--- config.mk ---
export PLATFORM = sky130hd
export DESIGN_NAME = regfile_param
export DESIGN_NICKNAME = d
export VERILOG_FILES = /design/src/rtl/regfile_pkg.sv /design/src/rtl/regfile_read_port.sv /design/src/rtl/regfile_param.sv
export SDC_FILE = /design/constraint.sdc
export NUM_CORES = 1
export LEC_CHECK = 0
export BUFFER_PORTS_ARGS = -buffer_cell sky130_fd_sc_hd__buf_2
export CAP_MARGIN = 20
export CORE_ASPECT_RATIO = 0.75
export CORE_MARGIN = 3
export CORE_UTILIZATION = 55
export CTS_CLUSTER_SIZE = 14
export DETAILED_ROUTE_END_ITERATION = 7
export PLACE_DENSITY = 0.78
export SLEW_MARGIN = 20
export SYNTH_ARGS = -nofsm -noshare
export SYNTH_HDL_FRONTEND = slang
export SYNTH_SLANG_ARGS = --single-unit
export TNS_END_PERCENT = 1
--- constraint.sdc ---
create_clock -name clk -period 31.4 [get_ports clk]
set_input_delay 6.28 -clock clk [delete_from_list [all_inputs] [get_ports clk]]
set_output_delay 6.28 -clock clk [all_outputs]
set_load 0.02 [all_outputs]
--- src/rtl/regfile_pkg.sv ---
// regfile_pkg: shared constants, write-request bundle and defaults for regfile_param
// Contents:
//   DEF_DATA_W / DEF_ADDR_W / DEF_NUM_RD  default geometry of the register file
//   MAX_DATA_W / MAX_ADDR_W               widest configuration the request bundle can carry
//   ZERO_REG                              hardwired-zero register address
//   wr_req_t                              write-request bundle (enable, selects, candidate addresses/data)
package regfile_pkg;
    localparam int DEF_DATA_W = 16;
    localparam int DEF_ADDR_W = 4;
    localparam int DEF_NUM_RD = 5;
    localparam int MAX_DATA_W = 64;
    localparam int MAX_ADDR_W = 8;
    localparam int ZERO_REG   = 0;
    // Fields are sized for the widest configuration; the top narrows them after selection.
    typedef struct packed {
        logic                  en;
        logic                  dst_sel;
        logic                  mem_sel;
        logic [MAX_ADDR_W-1:0] addr_a;
        logic [MAX_ADDR_W-1:0] addr_b;
        logic [MAX_DATA_W-1:0] data_mem;
        logic [MAX_DATA_W-1:0] data_alu;
    } wr_req_t;
endpackage

--- src/rtl/regfile_read_port.sv ---
// regfile_read_port: one registered read port (address mux, optional write bypass, output flops)
// Ports:
//   clk, rst                     clock, asynchronous active-high reset
//   en                           load the output registers this edge
//   addr                         register to read
//   regs                         flattened storage, register r at [r*DATA_W +: DATA_W]
//   busy                         scoreboard state before this edge
//   we, wr_addr, wr_data         committing write (present only with RF_BYPASS_EN)
//   busy_nxt                     scoreboard state after this edge (present only with RF_BYPASS_EN)
//   data, busy_bit               registered read data and scoreboard bit
// Build option: RF_BYPASS_EN selects write-first behaviour on a same-edge collision.
module regfile_read_port
    import regfile_pkg::*;
#(
    parameter int DATA_W = DEF_DATA_W,
    parameter int ADDR_W = DEF_ADDR_W,
    parameter int DEPTH  = 2 ** ADDR_W
) (
    input  logic                    clk,
    input  logic                    rst,
    input  logic                    en,
    input  logic [ADDR_W-1:0]       addr,
    input  logic [DEPTH*DATA_W-1:0] regs,
    input  logic [DEPTH-1:0]        busy,
`ifdef RF_BYPASS_EN
    input  logic                    we,
    input  logic [ADDR_W-1:0]       wr_addr,
    input  logic [DATA_W-1:0]       wr_data,
    input  logic [DEPTH-1:0]        busy_nxt,
`endif
    output logic [DATA_W-1:0]       data,
    output logic                    busy_bit
);
    logic [DATA_W-1:0] sel_data;
    logic              sel_busy;
`ifdef RF_BYPASS_EN
    // we is already false for the zero register, so r0 never forwards.
    logic hit;
    assign hit = we && wr_addr == addr;
    always_comb begin
        sel_data = hit ? wr_data : regs[addr*DATA_W +: DATA_W];
        sel_busy = hit ? busy_nxt[addr] : busy[addr];
    end
`else
    always_comb begin
        sel_data = regs[addr*DATA_W +: DATA_W];
        sel_busy = busy[addr];
    end
`endif
    always_ff @(posedge clk or posedge rst) begin
        if (rst) begin
            data     <= '0;
            busy_bit <= 1'b0;
        end else if (en) begin
            data     <= sel_data;
            busy_bit <= sel_busy;
        end
    end
endmodule

--- src/rtl/regfile_param.sv ---
// regfile_param: parametrised register file, one write port, NUM_RD registered read ports, pending-write scoreboard
// Ports:
//   clk, rst                      clock, asynchronous active-high reset
//   rd_en, rd_addr                per-port read enable and packed addresses
//   rd_data, rd_busy              per-port registered data and scoreboard bit
//   wr_en, wr_dst_sel, wr_addr_a, wr_addr_b        write commit and destination select (1: a, 0: b)
//   wr_mem_sel, wr_data_mem, wr_data_alu            write data select (1: mem, 0: alu)
//   issue_en, issue_addr          mark a register pending
//   busy_vec                      scoreboard state
// Build option: RF_BYPASS_EN forwards a same-edge write to colliding reads.
module regfile_param
    import regfile_pkg::*;
#(
    parameter int DATA_W = DEF_DATA_W,
    parameter int ADDR_W = DEF_ADDR_W,
    parameter int NUM_RD = DEF_NUM_RD
) (
    input  logic                     clk,
    input  logic                     rst,
    input  logic [NUM_RD-1:0]        rd_en,
    input  logic [NUM_RD*ADDR_W-1:0] rd_addr,
    output logic [NUM_RD*DATA_W-1:0] rd_data,
    output logic [NUM_RD-1:0]        rd_busy,
    input  logic                     wr_en,
    input  logic                     wr_dst_sel,
    input  logic [ADDR_W-1:0]        wr_addr_a,
    input  logic [ADDR_W-1:0]        wr_addr_b,
    input  logic                     wr_mem_sel,
    input  logic [DATA_W-1:0]        wr_data_mem,
    input  logic [DATA_W-1:0]        wr_data_alu,
    input  logic                     issue_en,
    input  logic [ADDR_W-1:0]        issue_addr,
    output logic [2**ADDR_W-1:0]     busy_vec
);
    localparam int DEPTH = 2 ** ADDR_W;
    wr_req_t                 req;
    logic [ADDR_W-1:0]       wr_addr;
    logic [DATA_W-1:0]       wr_data;
    logic                    we;
    logic                    issue;
    logic [DEPTH*DATA_W-1:0] regs;
    logic [DEPTH-1:0]        busy;
    logic [DEPTH-1:0]        busy_nxt;
    assign req = '{
        en:       wr_en,
        dst_sel:  wr_dst_sel,
        mem_sel:  wr_mem_sel,
        addr_a:   MAX_ADDR_W'(wr_addr_a),
        addr_b:   MAX_ADDR_W'(wr_addr_b),
        data_mem: MAX_DATA_W'(wr_data_mem),
        data_alu: MAX_DATA_W'(wr_data_alu)
    };
    assign wr_addr  = ADDR_W'(req.dst_sel ? req.addr_a : req.addr_b);
    assign wr_data  = DATA_W'(req.mem_sel ? req.data_mem : req.data_alu);
    assign we       = req.en && wr_addr != ADDR_W'(ZERO_REG);
    assign issue    = issue_en && issue_addr != ADDR_W'(ZERO_REG);
    assign busy_vec = busy;
    // Issue is applied last so a new producer wins over a same-edge clear.
    always_comb begin
        busy_nxt = busy;
        if (we) busy_nxt[wr_addr] = 1'b0;
        if (issue) busy_nxt[issue_addr] = 1'b1;
    end
    // Register 0 is never written, so its slice stays at its reset value of zero.
    always_ff @(posedge clk or posedge rst) begin
        if (rst) begin
            regs <= '0;
            busy <= '0;
        end else begin
            busy <= busy_nxt;
            if (we) regs[wr_addr*DATA_W +: DATA_W] <= wr_data;
        end
    end
    for (genvar i = 0; i < NUM_RD; i++) begin : g_rd
        regfile_read_port #(
            .DATA_W(DATA_W),
            .ADDR_W(ADDR_W),
            .DEPTH (DEPTH)
        ) u_port (
            .clk     (clk),
            .rst     (rst),
            .en      (rd_en[i]),
            .addr    (rd_addr[i*ADDR_W +: ADDR_W]),
            .regs    (regs),
            .busy    (busy),
`ifdef RF_BYPASS_EN
            .we      (we),
            .wr_addr (wr_addr),
            .wr_data (wr_data),
            .busy_nxt(busy_nxt),
`endif
            .data    (rd_data[i*DATA_W +: DATA_W]),
            .busy_bit(rd_busy[i])
        );
    end
endmodule
==> metrics.cfg <==
[run_status]
status=finished, final reports clean

[sta]
slew_viol_final=0
hold_slack_ns=0.462
timing.final.setup_violations=0
hold_viol=0
period_share_pct=29.7
max_freq_ghz=0.107
rsz0062_at_grt=false
tns_ns=0
tightest_slew_ns=1.19
fin_crit_ns=9.32
slew_headroom_pct=20.3
fin_skew_ns=0.0200

[worst_setup_path]
startpoint_type=input port
critPathRequiredTime_ns=31.83
cp-end-kind=flop
critical_path_class=in -> reg
cp.arrival_ns=9.75
critPathMaxFanout=16
crit_chain=buf_2, mux2i_1, inv_1, nor2_1, ha_1, nor4_4, and3_1, mux2_2
crit_family=simple AND/OR/NAND/NOR gates
crit_path_top_delay_cell=and3_1
r2r-end=g_rd[1].u_port.data[1]
r2r_slack_ns=29.75
r2r_cells=4
critPathMaxStageDelay_ns=1.03
cp_num_buf_inv=2
r2r_start=regs[209]

[clocking]
cts_tree=built
clkLatencyLatePin_ns=0.56
cts_root_buf=clkbuf_16
cts-buffers-inserted=39
clock_sinks=357
clockBufferDepth=3
cts_max_level=2
cts.clk_slew.worst_paths_ns=0.06
ctsResizeCount=0
ctsHoldBuffers=0
cts_setup_buffers=0

[synthesis]
synth_top_area_share_pct=37.3
ys_ff_latch=357
synth_top_cell_by_area=dfrtp_1
synth.avg_cell_area_um2=14.5
synth_fp_nets=1732
ys_seq_area_share_pct=37.3
synthesis.area_um2=24000
synthDistinctLibCells=44
yosysWarnings=0
synthTopCellsByArea=dfrtp_1 37%, mux4_2 32%, mux2_2 16%, o22ai_1 4.4%, a21oi_1 1.8%
synthCells=1652

[die]
die_x_um=247
initial_core_util_pct=56.4
core_um2=42500
rows=65
die_h_um=187
ios=176
fp.dieArea_um2=46200

[detailed_routing]
drc_errors=0
drtIter0Drc=2423
via_per_inst=7.84
drtPass1Iterations=5
wirelength_um=81000
ant_nets=0
vias=18100
wl_per_cell_um=35.2

[layout]
drive_gt1_share_pct=56.0
mostFrequentLayoutCells=357 x dfrtp_1, 340 x mux4_2, 339 x mux2_2
diodes=0
syn2layout_area_growth_pct=9.79
final_common_cell=dfrtp_1
nets=1785
final_cell_area_um2=26300

[placement]
placed_area_um2=24900
io_buffers=175
gp_congestion=0.941
dp_hpwl_um=51500

[pwr]
p_leak_nw=11.0
totalPowerFinal_w=0.00186
p_per_area_nw_per_um2=70.7
ir_drop_uv=41.3

[global_route]
grt_max_degree=134
grt_pass1_wl_um=121000
grt_pass1_vias=18300
overflow=0
grt_antenna_before_repair=2
grt_usage_pct=35.6

[worst_hold_path]
min_from=regs[6]
hold_depth=0
hp-class=reg -> reg
whs_endpoint=regs[6]

[run]
cap_violations=0

-- flip-flops by register name, summed over array words and instances (netlist names) --
name,cells
g_rd.u_port.data,80
busy_vec,16
g_rd.u_port.busy_bit,5
regs,256
-- power by group --
group	switching, W	internal (W)
clock network	0.000197	0.000306
registers	0.000174	0.000579
logic	0.000256	0.000350
-- per-layer routing --
metal | up-vias | part of all wire (%) | global-route usage [%]
met4 | 2 | 6.2 | 18.7
met1 | 9234 | 35 | 47.3
met5 | - | 0.014 | 0.105
met3 | 301 | 15 | 13.4
li1 | 6915 | - | -
met2 | 1603 | 44 | 51.5
-- layout make-up --
type	count	area, µm²
clock buffers	56	1160
clock inverters	13	215
fillers	3091	16200
inverters	3	18.8
multi-input cells	1105	14200
flip-flops and latches	357	8930
well taps	569	712
repair buffers	199	1080
-- worst register-to-register path, cell delays in order, from the launching register on --
cell and delay, ns:
dfrtp_1 0.43, mux4_2 0.49, mux2_2 0.34, o22ai_1 0.16, a21oi_1 0.07
-- per-stage QoR --
step | util (%) | instances | worst slack, ns
detailed placement | 58.6 | 2233 | 21.60
finish | 61.9 | 2302 | 22.08
global route | 61.9 | 2302 | 22.02
floorplan | - | 1652 | 15.21
global placement | 58.6 | 2233 | 21.75
CTS | 61.9 | 2302 | 22.17
-- kinds of logic after synthesis --
group / after synthesis / synth area share, %
AOI/OAI and AO/OA: 284 / 6.96
xor gates and xnor gates: 2 / 0.136
adders and majority gates: 5 / 0.261
buffers and inverters: 190 / 3.55
DFF: 357 / 37.3
muxes: 700 / 48.8
and+or+nand+nor: 114 / 3.06
-- Yosys cell counts, drive strengths merged --
master	instances
o22ai	170
nor3	4
or3b	1
clkbuf	109
or2	5
a21oi	87
nand4	7
mux4	340
xnor2	1
nand2	12
o31ai	3
or4bb	1
buf	78
nand3	8
mux2i	19
o21ai	19
ha	5
and3	2
o32ai	1
nor4b	2
nand3b	2
dfrtp	357
xor2	1
mux2	341
nor4	1
and4b	3
and4bb	1
nand2b	12
and2	17
nor2	34
o2bb2ai	4
or4b	1
inv	3
nor3b	1
-- worst max-delay path by stage --
stage,from,end,cells after the start
floorplan,rst,busy_vec[0],1
global placement,wr_dst_sel,regs[148],8
detailed placement,wr_dst_sel,regs[151],8
CTS,wr_dst_sel,regs[151],8
global route,wr_dst_sel,regs[150],8
finish,wr_dst_sel,regs[151],8
Power figures use the tool's default switching activity.
